**src/rtl/pps_phase_diff_if.sv**
```systemverilog
// ----------------------------------------------------------------------------
// pps_phase_diff_if
//   Bundle of the timestamp inputs and result outputs of pps_phase_diff.
//   The master modport is the driver of timestamps and observer of results
//   (the capture stage / a bench); the slave modport is the phase-difference
//   block itself.
//
//   i_ph_en        strobe, i_ph1..i_ph5 valid this cycle
//   i_ph1..i_ph5   30-bit edge timestamps, 1 ns LSB, mod 2^30
//   o_diff_en      strobe, o_diff2..5 / o_stale updated
//   o_diff2..5     signed saturated PPSk-PPS1 in ns
//   o_stale        bit k-1: PPSk timestamp repeated
//   o_avg_en       strobe, o_avg2..5 / o_avg_vld / o_lock updated
//   o_avg2..5      signed block averages in ns
//   o_avg_vld      bit k-2: whole block of channel k valid
//   o_lock         bit k-2: valid and |average| within lock window
//   o_drop         pulse, a strobe arrived while busy and was ignored
// ----------------------------------------------------------------------------
interface pps_phase_diff_if #(
    parameter int OUT_W = 24
);
    logic                    i_ph_en;
    logic [29:0]             i_ph1;
    logic [29:0]             i_ph2;
    logic [29:0]             i_ph3;
    logic [29:0]             i_ph4;
    logic [29:0]             i_ph5;
    logic                    o_diff_en;
    logic signed [OUT_W-1:0] o_diff2;
    logic signed [OUT_W-1:0] o_diff3;
    logic signed [OUT_W-1:0] o_diff4;
    logic signed [OUT_W-1:0] o_diff5;
    logic [4:0]              o_stale;
    logic                    o_avg_en;
    logic signed [OUT_W-1:0] o_avg2;
    logic signed [OUT_W-1:0] o_avg3;
    logic signed [OUT_W-1:0] o_avg4;
    logic signed [OUT_W-1:0] o_avg5;
    logic [3:0]              o_avg_vld;
    logic [3:0]              o_lock;
    logic                    o_drop;

    modport master (
        output i_ph_en, i_ph1, i_ph2, i_ph3, i_ph4, i_ph5,
        input  o_diff_en, o_diff2, o_diff3, o_diff4, o_diff5, o_stale,
        input  o_avg_en, o_avg2, o_avg3, o_avg4, o_avg5, o_avg_vld, o_lock,
        input  o_drop
    );

    modport slave (
        input  i_ph_en, i_ph1, i_ph2, i_ph3, i_ph4, i_ph5,
        output o_diff_en, o_diff2, o_diff3, o_diff4, o_diff5, o_stale,
        output o_avg_en, o_avg2, o_avg3, o_avg4, o_avg5, o_avg_vld, o_lock,
        output o_drop
    );
endinterface

```
**src/rtl/pps_phase_diff.sv**
```systemverilog
// ----------------------------------------------------------------------------
// pps_phase_diff
//   50 MHz-domain post-processing of PPS edge timestamps. Each i_ph_en strobe
//   latches five timestamps, computes PPSk-PPS1 (k=2..5) through one shared
//   modular subtractor, saturates to OUT_W bits, flags repeated (stale)
//   timestamps, accumulates valid samples over 2^AVG_LOG2 seconds and
//   publishes block averages with a per-channel lock flag.
//
//   i_lclk        50 MHz clock
//   i_res_50m_n   synchronous active-low reset
//   bus           pps_phase_diff_if.slave (timestamps in, results out)
//
//   Timing: strobe sampled in cycle 0 -> o_diff_en in cycle 6 -> o_avg_en in
//   cycle 7 when a block completes. Strobes while busy raise o_drop.
// ----------------------------------------------------------------------------
module pps_phase_diff #(
    parameter int OUT_W    = 24,
    parameter int AVG_LOG2 = 3,
    parameter int LOCK_WIN = 100
) (
    input  logic            i_lclk,
    input  logic            i_res_50m_n,
    pps_phase_diff_if.slave bus
);

    localparam int ACC_W = OUT_W + AVG_LOG2;
    localparam int CNT_W = AVG_LOG2 + 1;
    localparam logic [CNT_W-1:0]        BLOCK_N = CNT_W'(1) << AVG_LOG2;
    localparam logic signed [31:0]      SAT_MAX = (32'sd1 <<< (OUT_W - 1)) - 32'sd1;
    localparam logic signed [31:0]      SAT_MIN = -(32'sd1 <<< (OUT_W - 1));
    localparam logic signed [OUT_W:0]   WIN_LIM = (OUT_W + 1)'(LOCK_WIN);

    typedef enum logic [2:0] {
        S_IDLE, S_LATCH, S_CALC2, S_CALC3, S_CALC4, S_CALC5, S_PUBLISH
    } state_t;

    state_t                  state;
    logic [29:0]             sh_ph   [5];
    logic [29:0]             prev_ph [5];
    logic                    prev_vld;
    logic [4:0]              stale_r;
    logic signed [OUT_W-1:0] diff_r  [3];
    logic signed [ACC_W-1:0] acc     [4];
    logic [3:0]              bad;
    logic [CNT_W-1:0]        cnt;

    // The 30-bit difference is read as two's complement, so timestamps that
    // straddle the 2^30 wrap still give the short signed distance.
    function automatic logic signed [OUT_W-1:0] sat_diff(input logic [29:0] raw);
        logic signed [31:0] v;
        v = {{2{raw[29]}}, raw};
        if (v > SAT_MAX) v = SAT_MAX;
        if (v < SAT_MIN) v = SAT_MIN;
        return v[OUT_W-1:0];
    endfunction

    // Arithmetic shift floors toward -inf; the block sum of 2^AVG_LOG2
    // OUT_W-bit samples always fits back into OUT_W bits after the shift.
    function automatic logic signed [OUT_W-1:0] block_avg(input logic signed [ACC_W-1:0] a);
        logic signed [ACC_W-1:0] s;
        s = a >>> AVG_LOG2;
        return s[OUT_W-1:0];
    endfunction

    // One extra bit so that |-(2^(OUT_W-1))| does not overflow.
    function automatic logic in_window(input logic signed [OUT_W-1:0] v);
        logic signed [OUT_W:0] w;
        w = v;
        if (w < 0) w = -w;
        return w <= WIN_LIM;
    endfunction

    // Shared subtractor: the CALC state selects which channel is processed.
    logic [1:0]              ch;
    logic [2:0]              ph_sel;
    logic [29:0]             sub_raw;
    logic signed [OUT_W-1:0] sub_sat;
    logic                    ch_vld;

    always_comb begin
        ch = 2'd0;
        case (state)
            S_CALC3: ch = 2'd1;
            S_CALC4: ch = 2'd2;
            S_CALC5: ch = 2'd3;
            default: ch = 2'd0;
        endcase
        ph_sel  = {1'b0, ch} + 3'd1;
        sub_raw = sh_ph[ph_sel] - sh_ph[0];
        sub_sat = sat_diff(sub_raw);
        ch_vld  = ~stale_r[0] & ~stale_r[ph_sel];
    end

    always_ff @(posedge i_lclk) begin
        if (!i_res_50m_n) begin
            state         <= S_IDLE;
            prev_vld      <= 1'b0;
            stale_r       <= '0;
            bad           <= '0;
            cnt           <= '0;
            for (int i = 0; i < 4; i++) acc[i] <= '0;
            bus.o_diff_en <= 1'b0;
            bus.o_diff2   <= '0;
            bus.o_diff3   <= '0;
            bus.o_diff4   <= '0;
            bus.o_diff5   <= '0;
            bus.o_stale   <= '0;
            bus.o_avg_en  <= 1'b0;
            bus.o_avg2    <= '0;
            bus.o_avg3    <= '0;
            bus.o_avg4    <= '0;
            bus.o_avg5    <= '0;
            bus.o_avg_vld <= '0;
            bus.o_lock    <= '0;
            bus.o_drop    <= 1'b0;
        end else begin
            bus.o_diff_en <= 1'b0;
            bus.o_avg_en  <= 1'b0;
            bus.o_drop    <= bus.i_ph_en && (state != S_IDLE);

            if (state == S_CALC2 || state == S_CALC3 ||
                state == S_CALC4 || state == S_CALC5) begin
                if (ch != 2'd3) diff_r[ch] <= sub_sat;
                if (ch_vld) acc[ch] <= acc[ch] + ACC_W'(sub_sat);
                else        bad[ch] <= 1'b1;
            end

            case (state)
                S_IDLE: begin
                    // Timestamps are only valid alongside the strobe.
                    if (bus.i_ph_en) begin
                        sh_ph[0] <= bus.i_ph1;
                        sh_ph[1] <= bus.i_ph2;
                        sh_ph[2] <= bus.i_ph3;
                        sh_ph[3] <= bus.i_ph4;
                        sh_ph[4] <= bus.i_ph5;
                        state    <= S_LATCH;
                    end
                end
                S_LATCH: begin
                    for (int k = 0; k < 5; k++) begin
                        stale_r[k] <= prev_vld && (sh_ph[k] == prev_ph[k]);
                        prev_ph[k] <= sh_ph[k];
                    end
                    prev_vld <= 1'b1;
                    state    <= S_CALC2;
                end
                S_CALC2: state <= S_CALC3;
                S_CALC3: state <= S_CALC4;
                S_CALC4: state <= S_CALC5;
                S_CALC5: begin
                    // Registered so the results appear during PUBLISH.
                    bus.o_diff2   <= diff_r[0];
                    bus.o_diff3   <= diff_r[1];
                    bus.o_diff4   <= diff_r[2];
                    bus.o_diff5   <= sub_sat;
                    bus.o_stale   <= stale_r;
                    bus.o_diff_en <= 1'b1;
                    if (!stale_r[0]) cnt <= cnt + CNT_W'(1);
                    state <= S_PUBLISH;
                end
                S_PUBLISH: begin
                    if (cnt == BLOCK_N) begin
                        bus.o_avg2    <= block_avg(acc[0]);
                        bus.o_avg3    <= block_avg(acc[1]);
                        bus.o_avg4    <= block_avg(acc[2]);
                        bus.o_avg5    <= block_avg(acc[3]);
                        bus.o_avg_vld <= ~bad;
                        bus.o_lock[0] <= ~bad[0] & in_window(block_avg(acc[0]));
                        bus.o_lock[1] <= ~bad[1] & in_window(block_avg(acc[1]));
                        bus.o_lock[2] <= ~bad[2] & in_window(block_avg(acc[2]));
                        bus.o_lock[3] <= ~bad[3] & in_window(block_avg(acc[3]));
                        bus.o_avg_en  <= 1'b1;
                        for (int i = 0; i < 4; i++) acc[i] <= '0;
                        bad <= '0;
                        cnt <= '0;
                    end
                    state <= S_IDLE;
                end
                default: state <= S_IDLE;
            endcase
        end
    end

endmodule

```
**src/flat_wrapper.sv**
```systemverilog
// flat-port wrapper written by rule: the top's interface ports become plain ports
module pps_phase_diff_flat 
#(
    parameter int OUT_W    = 24,
    parameter int AVG_LOG2 = 3,
    parameter int LOCK_WIN = 100
)
  (i_lclk, i_res_50m_n, bus_i_ph_en, bus_i_ph1, bus_i_ph2, bus_i_ph3, bus_i_ph4, bus_i_ph5, bus_o_diff_en, bus_o_diff2, bus_o_diff3, bus_o_diff4, bus_o_diff5, bus_o_stale, bus_o_avg_en, bus_o_avg2, bus_o_avg3, bus_o_avg4, bus_o_avg5, bus_o_avg_vld, bus_o_lock, bus_o_drop);
  pps_phase_diff_if #(.OUT_W(OUT_W)) bus_i ();
  input  logic i_lclk;
  input  logic i_res_50m_n;
  input wire logic [$bits(bus_i.i_ph_en)-1:0] bus_i_ph_en;
  input wire logic [$bits(bus_i.i_ph1)-1:0] bus_i_ph1;
  input wire logic [$bits(bus_i.i_ph2)-1:0] bus_i_ph2;
  input wire logic [$bits(bus_i.i_ph3)-1:0] bus_i_ph3;
  input wire logic [$bits(bus_i.i_ph4)-1:0] bus_i_ph4;
  input wire logic [$bits(bus_i.i_ph5)-1:0] bus_i_ph5;
  output wire logic [$bits(bus_i.o_diff_en)-1:0] bus_o_diff_en;
  output wire logic [$bits(bus_i.o_diff2)-1:0] bus_o_diff2;
  output wire logic [$bits(bus_i.o_diff3)-1:0] bus_o_diff3;
  output wire logic [$bits(bus_i.o_diff4)-1:0] bus_o_diff4;
  output wire logic [$bits(bus_i.o_diff5)-1:0] bus_o_diff5;
  output wire logic [$bits(bus_i.o_stale)-1:0] bus_o_stale;
  output wire logic [$bits(bus_i.o_avg_en)-1:0] bus_o_avg_en;
  output wire logic [$bits(bus_i.o_avg2)-1:0] bus_o_avg2;
  output wire logic [$bits(bus_i.o_avg3)-1:0] bus_o_avg3;
  output wire logic [$bits(bus_i.o_avg4)-1:0] bus_o_avg4;
  output wire logic [$bits(bus_i.o_avg5)-1:0] bus_o_avg5;
  output wire logic [$bits(bus_i.o_avg_vld)-1:0] bus_o_avg_vld;
  output wire logic [$bits(bus_i.o_lock)-1:0] bus_o_lock;
  output wire logic [$bits(bus_i.o_drop)-1:0] bus_o_drop;
  assign bus_i.i_ph_en = bus_i_ph_en;
  assign bus_i.i_ph1 = bus_i_ph1;
  assign bus_i.i_ph2 = bus_i_ph2;
  assign bus_i.i_ph3 = bus_i_ph3;
  assign bus_i.i_ph4 = bus_i_ph4;
  assign bus_i.i_ph5 = bus_i_ph5;
  assign bus_o_diff_en = bus_i.o_diff_en;
  assign bus_o_diff2 = bus_i.o_diff2;
  assign bus_o_diff3 = bus_i.o_diff3;
  assign bus_o_diff4 = bus_i.o_diff4;
  assign bus_o_diff5 = bus_i.o_diff5;
  assign bus_o_stale = bus_i.o_stale;
  assign bus_o_avg_en = bus_i.o_avg_en;
  assign bus_o_avg2 = bus_i.o_avg2;
  assign bus_o_avg3 = bus_i.o_avg3;
  assign bus_o_avg4 = bus_i.o_avg4;
  assign bus_o_avg5 = bus_i.o_avg5;
  assign bus_o_avg_vld = bus_i.o_avg_vld;
  assign bus_o_lock = bus_i.o_lock;
  assign bus_o_drop = bus_i.o_drop;
  pps_phase_diff #(.OUT_W(OUT_W), .AVG_LOG2(AVG_LOG2), .LOCK_WIN(LOCK_WIN)) u_core (.i_lclk(i_lclk), .i_res_50m_n(i_res_50m_n), .bus(bus_i));
endmodule
```
**config.mk**
```make
export PLATFORM = sky130hd
export DESIGN_NAME = pps_phase_diff_flat
export DESIGN_NICKNAME = d
export VERILOG_FILES = /design/src/rtl/pps_phase_diff_if.sv /design/src/rtl/pps_phase_diff.sv /design/src/flat_wrapper.sv
export SDC_FILE = /design/constraint.sdc
export NUM_CORES = 1
export LEC_CHECK = 0
export CAP_MARGIN = 10
export CORE_MARGIN = 4
export CORE_UTILIZATION = 31
export CTS_BUF_LIST = sky130_fd_sc_hd__clkbuf_8
export DETAILED_ROUTE_END_ITERATION = 8
export RECOVER_POWER = 100
export SLEW_MARGIN = 20
export SYNTH_ARGS = -nofsm -noshare
export SYNTH_HDL_FRONTEND = slang
export SYNTH_SLANG_ARGS = --single-unit
```
**constraint.sdc**
```tcl
create_clock -name i_lclk -period 9.8 [get_ports i_lclk]
set_clock_uncertainty 0.1 [all_clocks]
set_input_delay 0.98 -clock i_lclk [delete_from_list [all_inputs] [get_ports i_lclk]]
set_output_delay 0.98 -clock i_lclk [all_outputs]
set_load 0.02 [all_outputs]
```
### Word-level counts from Yosys, hierarchy flattened

Memories as Yosys holds them, arrays and structs flattened. A register that Yosys moved wholly into a read port is not among the register bits.
Index checks and enable logic that the tools add are counted.

* reductions and logical operators: 19
* bitwise operators: 17
* muxes and demuxes: 60
* add/sub/neg operators: 8
* equal/unequal tests: 16
* order comparisons: 13

Operators with widths (number)
* $mux W25: 16
* $eq A30 B30 Y1: 5
* $mux W27: 5
* $le A25 B8 Y1 const B: 4
* $neg A24 Y25: 4
* $lt A24 B1 Y1 const B: 4
* $lt A32 B24 Y1 const B: 1
* $mux W32: 1
* $gt A30 B24 Y1 const B: 1
* $sub A30 B30 Y30: 1
* $add A27 B24 Y27: 1
* $reduce_or A27 Y1: 1
* $mux W1: 24
* $mux W24: 1
* $mux W4: 6
* $pmux W3 S6: 1
* $eq A3 B3 Y1 const B: 3
* $pmux W4 S2: 1
* $logic_and A1 B1 Y1: 7
* $eq A3 B2 Y1 const B: 2
* $ne A2 B2 Y1 const B: 3
* $not A1 Y1: 6
* $pmux W2 S3: 1
* $and A1 B1 Y1: 5
* other kinds (22): 29

* bits in registers: 153
* bits of input ports: 153
* logic and storage cells: 153
* memory bits (writable): 480
* output and inout port bits: 208
* memories: 4

Memory list
* u_core.prev_ph: depth 5, bits a word 30, read ports 5, clocked after Yosys merged registers in 0, write ports 5, line pps_phase_diff.sv:39 `logic [29:0] prev_ph [5];`
* u_core.sh_ph: depth 5, bits a word 30, read ports 6, clocked after Yosys merged registers in 0, write ports 5, line pps_phase_diff.sv:38 `logic [29:0] sh_ph [5];`
* u_core.acc: depth 4, bits a word 27, read ports 5, clocked after Yosys merged registers in 0, write ports 4, line pps_phase_diff.sv:43 `logic signed [ACC_W-1:0] acc [4];`
* u_core.diff_r: depth 3, bits a word 24, read ports 3, clocked after Yosys merged registers in 3, write ports 1, line pps_phase_diff.sv:42 `logic signed [OUT_W-1:0] diff_r [3];`

### Longest topological paths before layout

Gate-level depths: netlist (run 1).

* depth after elaboration: 13
* gate-level depth with buffers: 37
* mapped depth without buffers: 31

### Worst setup path after synthesis (run 1)

No wires, ideal clock.

* kind: reg-to-reg
* start point: reg u_core.state[1]
* end point: mem u_core.acc[1][26] in the netlist's numbering, data pin
* data arrival time: 8.452 ns
* path buffers: 9
* period minus slack after synthesis: 8.818 ns
* setup time: 0.266 ns
* required time: 9.434 ns
* stages on the path, launching flop included: 35
* slack: 0.982 ns
* cells stage by stage: dfxtp_1 > buf_2 > xor2_1 > nand2_1 > clkbuf_1 > buf_1 > ha_1 > clkbuf_1 > clkbuf_1 > clkbuf_1 > a21oi_1 > o21ai_0 > ha_1 > a2111o_1 > o21ai_0 > o21ai_0 > o31ai_1 > o21ai_0 > a211oi_2 > a31o_2 > buf_2 > buf_2 > buf_2 > a21oi_1 > ha_1 > o21ai_0 > a21oi_1 > o31a_1 > o32a_1 > a31o_2 > a221o_1 > a221oi_1 > o21ai_0 > xnor2_1 > nor2_1

RTL lines
* start: declaration: line pps_phase_diff.sv:37 `state_t state;`
* start signal: assignment: line pps_phase_diff.sv:96 `state <= S_IDLE;`
* start signal: assignment: line pps_phase_diff.sv:137 `state <= S_LATCH;`
* start signal: assignment: line pps_phase_diff.sv:146 `state <= S_CALC2;`
* end: declaration: line pps_phase_diff.sv:43

==> flow_metrics.env, run 1 <==
export IMPL_worst_setup_path_start_kind="flip-flop"
export IMPL_crit_fanout=32
export IMPL_firstDrtPassIters=6
export IMPL_yosys_area_top_type_share_pct=45.0
export IMPL_synth_seq_cells=705
export IMPL_static_leakage_power_nw=14.3
export IMPL_rsz0062_at_grt="no"
export IMPL_antenna_left=0
export IMPL_whs_ps=348
export IMPL_dr_total_vias=25200
export IMPL_worst_setup_hold_path_clk_slew_ps=70
export IMPL_cts_hold_fix_buffers=0
export IMPL_syn_to_layout_area_delta_pct=22.4
export IMPL_cell_repeated_most_along_the_worst_path="o21ai_0"
export IMPL_wl_met2_um=52000
export IMPL_dp_final_hpwl_um=83800
export IMPL_portBuffers=360
export IMPL_ff_latch_area_um2=18900
export IMPL_numCtsBuffers=112
export IMPL_grt_first_pass_wirelength_um=161000
export IMPL_ctsRootBufferMaster="clkbuf_8"
export IMPL_drt_wirelength_per_cell_um=22.9
export IMPL_setup_viol=0
export IMPL_highest_signal_layer="met5"
export IMPL_max_clock_freq_mhz=110
export IMPL_max_slew_margin_rel_pct=-194
export IMPL_critPathTopFamily="compound AO/OA/AOI/OAI gates"
export IMPL_synthCells=3074
export IMPL_synth_warning_count=0
export IMPL_synth_area_leader_cell="edfxtp_1"
export IMPL_filler_cell_count=10200
export IMPL_initial_utilization_pct=31.4
export IMPL_number_of_antenna_violations_at_the_first_check_in_global_routing=9
export IMPL_min_period_over_period_pct=92.7
export IMPL_htree_num_levels=3
export IMPL_cp_slowest_cell="ha_2"
export IMPL_setup_worst_path_end_class="flip-flop"
export IMPL_p_int_mw=5.05
export IMPL_drive_above_1_share_pct=6.46
export IMPL_timing_setup_critical_path_class="flip-flop to flip-flop"
export IMPL_run_status="finished, violations left"
export IMPL_horizontal_die_dimension_um=330
export IMPL_worst_ir_drop_vdd_uv=96.5
export IMPL_clock_tree_from_tritoncts="built"
export IMPL_met3WireLength_um=10000
export IMPL_syn_cell_area_um2=32100
export IMPL_drv_cap=15
export IMPL_path_buf_inv=2
export IMPL_worst_skew_pair_late_latency_ps=790
export IMPL_grt_max_degree=97
export IMPL_synth_edff_count=480
export IMPL_design_core_area_um2=102000
export IMPL_hold_violations=0
export IMPL_power_switching_fraction_pct=32.1
export IMPL_cp_data_required_time_ps=10210
export IMPL_io_pin_count=361
export IMPL_setup_tns_ps=0
export IMPL_initialDrtViolationCount=2751
export IMPL_worst_slew_pin_slew_ps=4420
export IMPL_post_synth_top_count_cell="nand2_1"
export IMPL_placement_rows=117
export IMPL_drt_drc_violations_left=0
export IMPL_slowest_delay_ps=720
export IMPL_final_max_slew_viol_count=817
export IMPL_power_per_cell_area_nw_per_um2=190
export IMPL_place_gp_congestion=0.944
export IMPL_power_switching_mw=2.39
export IMPL_seqPwrFrac_pct=46.8
export IMPL_viasPerCell=5.15
export IMPL_globalRouteTotalUtil_pct=20.0
export IMPL_critical_path_arrival_ps=9500
export IMPL_totalPowerFinal_mw=7.44
export IMPL_dp_worst_setup_slack_ps=611
export IMPL_grt_pass1_vias=24100
export IMPL_die_h_um=330
export IMPL_synth_top_flop_cell="edfxtp_1"
export IMPL_fin_crit_ps=9090
export IMPL_drt_wl_total_um=112000
export IMPL_async_sr_flop_fraction_pct=0
export IMPL_hold_path_class="flip-flop to flip-flop"
export IMPL_yosys_top_cells_count="627 x nand2_1, 480 x edfxtp_1, 368 x a21oi_1, 237 x nor2_1, 225 x dfxtp_1"
export IMPL_dpl_cell_count=4674
export IMPL_synth_area_leaders="edfxtp_1 45%, dfxtp_1 14%, nand2_1 7.3%"
export IMPL_post_cts_buffers=0
export IMPL_synth_seq_area_share_pct=59.0
export IMPL_final_net_count=3639
export IMPL_layout_setup_ws_ps=711
export IMPL_stdcell_count=4891
export IMPL_drt_met1_wl_um=46600
export IMPL_post_synth_cell_area_avg_um2=10.4
export IMPL_failed_checks="capacitance limit, slew limit"
export IMPL_cts_path_max_buffers=3
export IMPL_die_area_um2=109000
export IMPL_power_combinational_fraction_pct=19.6
export IMPL_netlist_cell_type_count=78
export IMPL_clock_sinks=705
export IMPL_overflow=0
export IMPL_power_frac_clock_pct=33.6
export IMPL_synth_net_count=3292
export IMPL_multi_input_comb_area_um2=12300
flip-flops by register name, indices dropped and copies added (netlist names), 72 cells and up:
register        cells
u_core.diff_r      72
u_core.acc        108
u_core.sh_ph      150
u_core.prev_ph    150
placed cells by master (no fill, tap or decap), types with 17 or more instances in the layout:
cell type        n
nand3_1         26
inv_1          107
xor2_1          86
dlygate4sd3_1  359
a32o_1          24
buf_4           17
nor2_1         234
a211oi_1        18
edfxtp_1       480
nand2_1        626
clkinv_2        19
xnor2_1        128
mux2i_1         55
dfxtp_1        223
nor3_1          36
clkbuf_1        19
o21ai_0        131
clkbuf_8       117
nand4_1         44
nor4_1          28
a21o_1          18
ha_1            62
a21oi_1        368
what timing repair did:
item,4_1_cts,5_1_grt
resized for setup,0,4
endpoints found under the setup margin,0,12
hold endpoints to repair,0,0
routing by layer:
layer / up-vias / global-route usage (%)
li1: 11700 / -
met2: 1053 / 32.6
met4: 8 / 5.86
met3: 182 / 4.51
met1: 12300 / 26.7
met5: - / 0
power groups by stage:
stage          registers, mW  logic (mW)  clock network, mW
2_1_floorplan           3.47       0.876                  0
3_3_place_gp            3.53        1.43                  0
3_5_place_dp            3.53        1.43                  0
4_1_cts                 3.47        1.44               2.56
5_1_grt                 3.49        1.55               2.69
6_report                3.48        1.46               2.50
kinds of logic after synthesis:
family | after synthesis | share of synthesized area (%)
AO/OA/AOI/OAI | 682 | 12.5
XOR/XNOR | 215 | 5.87
adder cells (fa/ha/maj) | 65 | 2.58
buffers and inverters | 232 | 2.90
flip-flops | 705 | 59.0
multiplexers | 70 | 2.24
AND/OR/NAND/NOR | 1105 | 14.9
worst min-delay path, stage by stage (launching register included):
cell	delay, ps
dfxtp_1	300
nand2_1	50
a21oi_1	50
metrics by stage:
stage | instance area [µm²] | util, %
after global routing | 39200 | 38.4
after floorplan | 32100 | -
after global placement | 37100 | 36.3
after detailed placement | 37100 | 36.3
final | 39200 | 38.4
after CTS | 39300 | 38.4
final cells by class:
type                    count  area share (%)
inverters                  65           0.625
flip-flops and latches    705            48.2
well taps                1368            4.36
repair buffers            400            9.81
multi-input cells        2137            31.3
diodes                      7          0.0447
clock buffers             117            4.11
clock inverters            92            1.52
path summary, 6_finish.rpt:
path	slack [ps]	cells after the start	to	start
setup / recovery	710	28	u_core.acc[1][26]	u_core.state[1]
hold / removal	350	2	u_core.bus.o_diff2[0]	u_core.bus.o_diff2[0]
setup reg to reg	710	28	u_core.acc[1][26]	u_core.state[1]
hold reg to reg	350	2	u_core.bus.o_diff2[0]	u_core.bus.o_diff2[0]
No activity file was read; power rests on OpenSTA's default activity.
==> run 2: changes to the inputs <==
Settings changed: DONT_BUFFER_PORTS set to 1.
==> flow_metrics.env, run 2 (same netlist as run 1, synthesis figures left out) <==
export IMPL_run_status="finished, violations left"
export IMPL_failed_checks="capacitance limit, slew limit"
export IMPL_max_slew_margin_rel_pct=-171
export IMPL_setup_viol=0
export IMPL_seqPwrFrac_pct=46.6
export IMPL_max_clock_freq_mhz=110
export IMPL_timing_setup_critical_path_class="flip-flop to flip-flop"
export IMPL_drv_cap=17
export IMPL_power_combinational_fraction_pct=18.7
export IMPL_initialDrtViolationCount=2587
export IMPL_drt_drc_violations_left=0
export IMPL_layout_cells_most_common_list="626 x nand2_1, 480 x edfxtp_1, 367 x a21oi_1"
export IMPL_setup_worst_path_end_class="flip-flop"
export IMPL_place_gp_congestion=0.944
export IMPL_dp_worst_setup_slack_ps=658
export IMPL_static_leakage_power_nw=12.3
export IMPL_slowest_delay_ps=820
export IMPL_filler_cell_count=10300
export IMPL_power_frac_clock_pct=34.7
export IMPL_ff_latch_area_um2=18900
export IMPL_critical_path_arrival_ps=9460
export IMPL_cp_slowest_cell="a21oi_1"
export IMPL_cp_data_required_time_ps=10150
export IMPL_post_cts_buffers=0
export IMPL_htree_num_levels=3
export IMPL_worst_ir_drop_vdd_uv=113
export IMPL_placement_rows=117
export IMPL_dr_total_vias=23700
export IMPL_clock_tree_from_tritoncts="built"
export IMPL_worst_slew_pin_slew_ps=4070
export IMPL_cts_repair_resized_insts=0
export IMPL_die_h_um=330
export IMPL_cts_hold_fix_buffers=0
export IMPL_drive_above_1_share_pct=7.50
export IMPL_worst_setup_path_start_kind="flip-flop"
export IMPL_syn_to_layout_area_delta_pct=11.6
export IMPL_hold_violations=0
export IMPL_dp_final_hpwl_um=81200
export IMPL_hold_path_class="input port to flip-flop"
export IMPL_clock_sinks=705
export IMPL_biggestRegsByFlops="u_core.prev_ph: 150 flops, u_core.sh_ph: 150 flops, u_core.acc: 108 flops"
export IMPL_power_switching_fraction_pct=31.9
export IMPL_portBuffers=0
export IMPL_crit_fanout=55
export IMPL_cts_path_max_buffers=3
export IMPL_worst_setup_hold_path_clk_slew_ps=70
export IMPL_die_area_um2=109000
export IMPL_layout_cells_most_common="nand2_1"
export IMPL_viasPerCell=5.23
export IMPL_number_of_antenna_violations_at_the_first_check_in_global_routing=31
export IMPL_multi_input_comb_area_um2=12300
export IMPL_ctsRootBufferMaster="clkbuf_8"
export IMPL_grt_max_degree=98
export IMPL_horizontal_die_dimension_um=330
export IMPL_overflow=0
export IMPL_antenna_left=0
export IMPL_design_core_area_um2=102000
export IMPL_setup_tns_ps=0
export IMPL_p_int_mw=5.09
export IMPL_rsz0062_at_grt="no"
export IMPL_final_net_count=3284
export IMPL_worst_skew_pair_late_latency_ps=780
export IMPL_grt_first_pass_wirelength_um=154000
export IMPL_layout_setup_ws_ps=698
export IMPL_initial_utilization_pct=31.4
export IMPL_numCtsBuffers=113
export IMPL_firstDrtPassIters=5
export IMPL_power_switching_mw=2.39
export IMPL_io_pin_count=361
export IMPL_drt_wirelength_per_cell_um=23.9
export IMPL_grt_pass1_vias=21900
export IMPL_drt_wl_total_um=109000
export IMPL_min_period_over_period_pct=92.9
export IMPL_power_per_cell_area_nw_per_um2=209
export IMPL_final_max_slew_viol_count=818
export IMPL_globalRouteTotalUtil_pct=19.3
export IMPL_fin_crit_ps=9100
==> run 2: cell count changes in the layout (fill, tap and decap cells not counted), moves of 2 or more <==
cell,previous run,this run
clkbuf_1,19,22
clkbuf_8,117,126
buf_4,17,19
diode_2,7,11
inv_12,1,3
buf_6,2,0
inv_1,107,100
dfxtp_2,2,0
clkinv_2,19,17
dfxtp_1,223,225
dlygate4sd3_1,359,0
==> run 2: layout make-up <==
| cell class | instances | area share (%) |
|---|---|---|
| Clock buffer | 126 | 4.85 |
| Sequential cell | 705 | 52.9 |
| Inverter | 65 | 0.696 |
| Clock inverter | 85 | 1.64 |
| Antenna cell | 11 | 0.0770 |
| Tap cell | 1368 | 4.79 |
| Multi-Input combinational cell | 2137 | 34.3 |
| Timing Repair Buffer | 44 | 0.714 |
==> run 2: power by group through the flow <==
stage / Sequential [mW] / Clock, mW / Combinational, mW
6_report: 3.48 / 2.59 / 1.40
3_5_place_dp: 3.54 / 0 / 1.38
5_1_grt: 3.49 / 2.80 / 1.49
3_3_place_gp: 3.53 / 0 / 1.38
2_1_floorplan: 3.47 / 0 / 0.876
4_1_cts: 3.47 / 2.66 / 1.38
==> run 2: final timing paths <==
kind	slack (ps)	start	cells past startpoint	end
setup / recovery	700	u_core.state[1]	30	u_core.acc[0][25]
hold / removal	210	bus_i_ph5[24]	0	u_core.sh_ph[4][24]
setup reg to reg	700	u_core.state[1]	30	u_core.acc[0][25]
hold reg to reg	370	u_core.prev_vld	2	u_core.prev_vld
==> run 2: metrics by stage <==
| step | total power [mW] | cell area (µm²) | std cells | utilization [%] | hold WS [ps] |
|---|---|---|---|---|---|
| floorplan | 4.34 | 32100 | 3074 | - | 329 |
| global placement | 4.91 | 33500 | 4319 | 32.8 | 347 |
| detailed placement | 4.91 | 33500 | 4319 | 32.8 | 359 |
| CTS | 7.51 | 35800 | 4530 | 35.1 | 137 |
| global route | 7.78 | 35700 | 4536 | 35.0 | 150 |
| finish | 7.47 | 35800 | 4541 | 35.0 | 210 |
==> run 2: layer usage <==
layer / GRT usage [%] / share of wire [%]
met1: 24.5 / 40
met2: 30.3 / 45
met3: 6.85 / 11
met4: 7.18 / 3.7
met5: 0 / 0.064
==> run 2: critical path, delay by kind of cell, from the launching register on <==
family / cells / cell delay [ps]
simple gates: 8 / 1600
fa+ha+maj: 3 / 1370
compound gates: 14 / 4420
buf+inv: 5 / 950
flops: 1 / 330
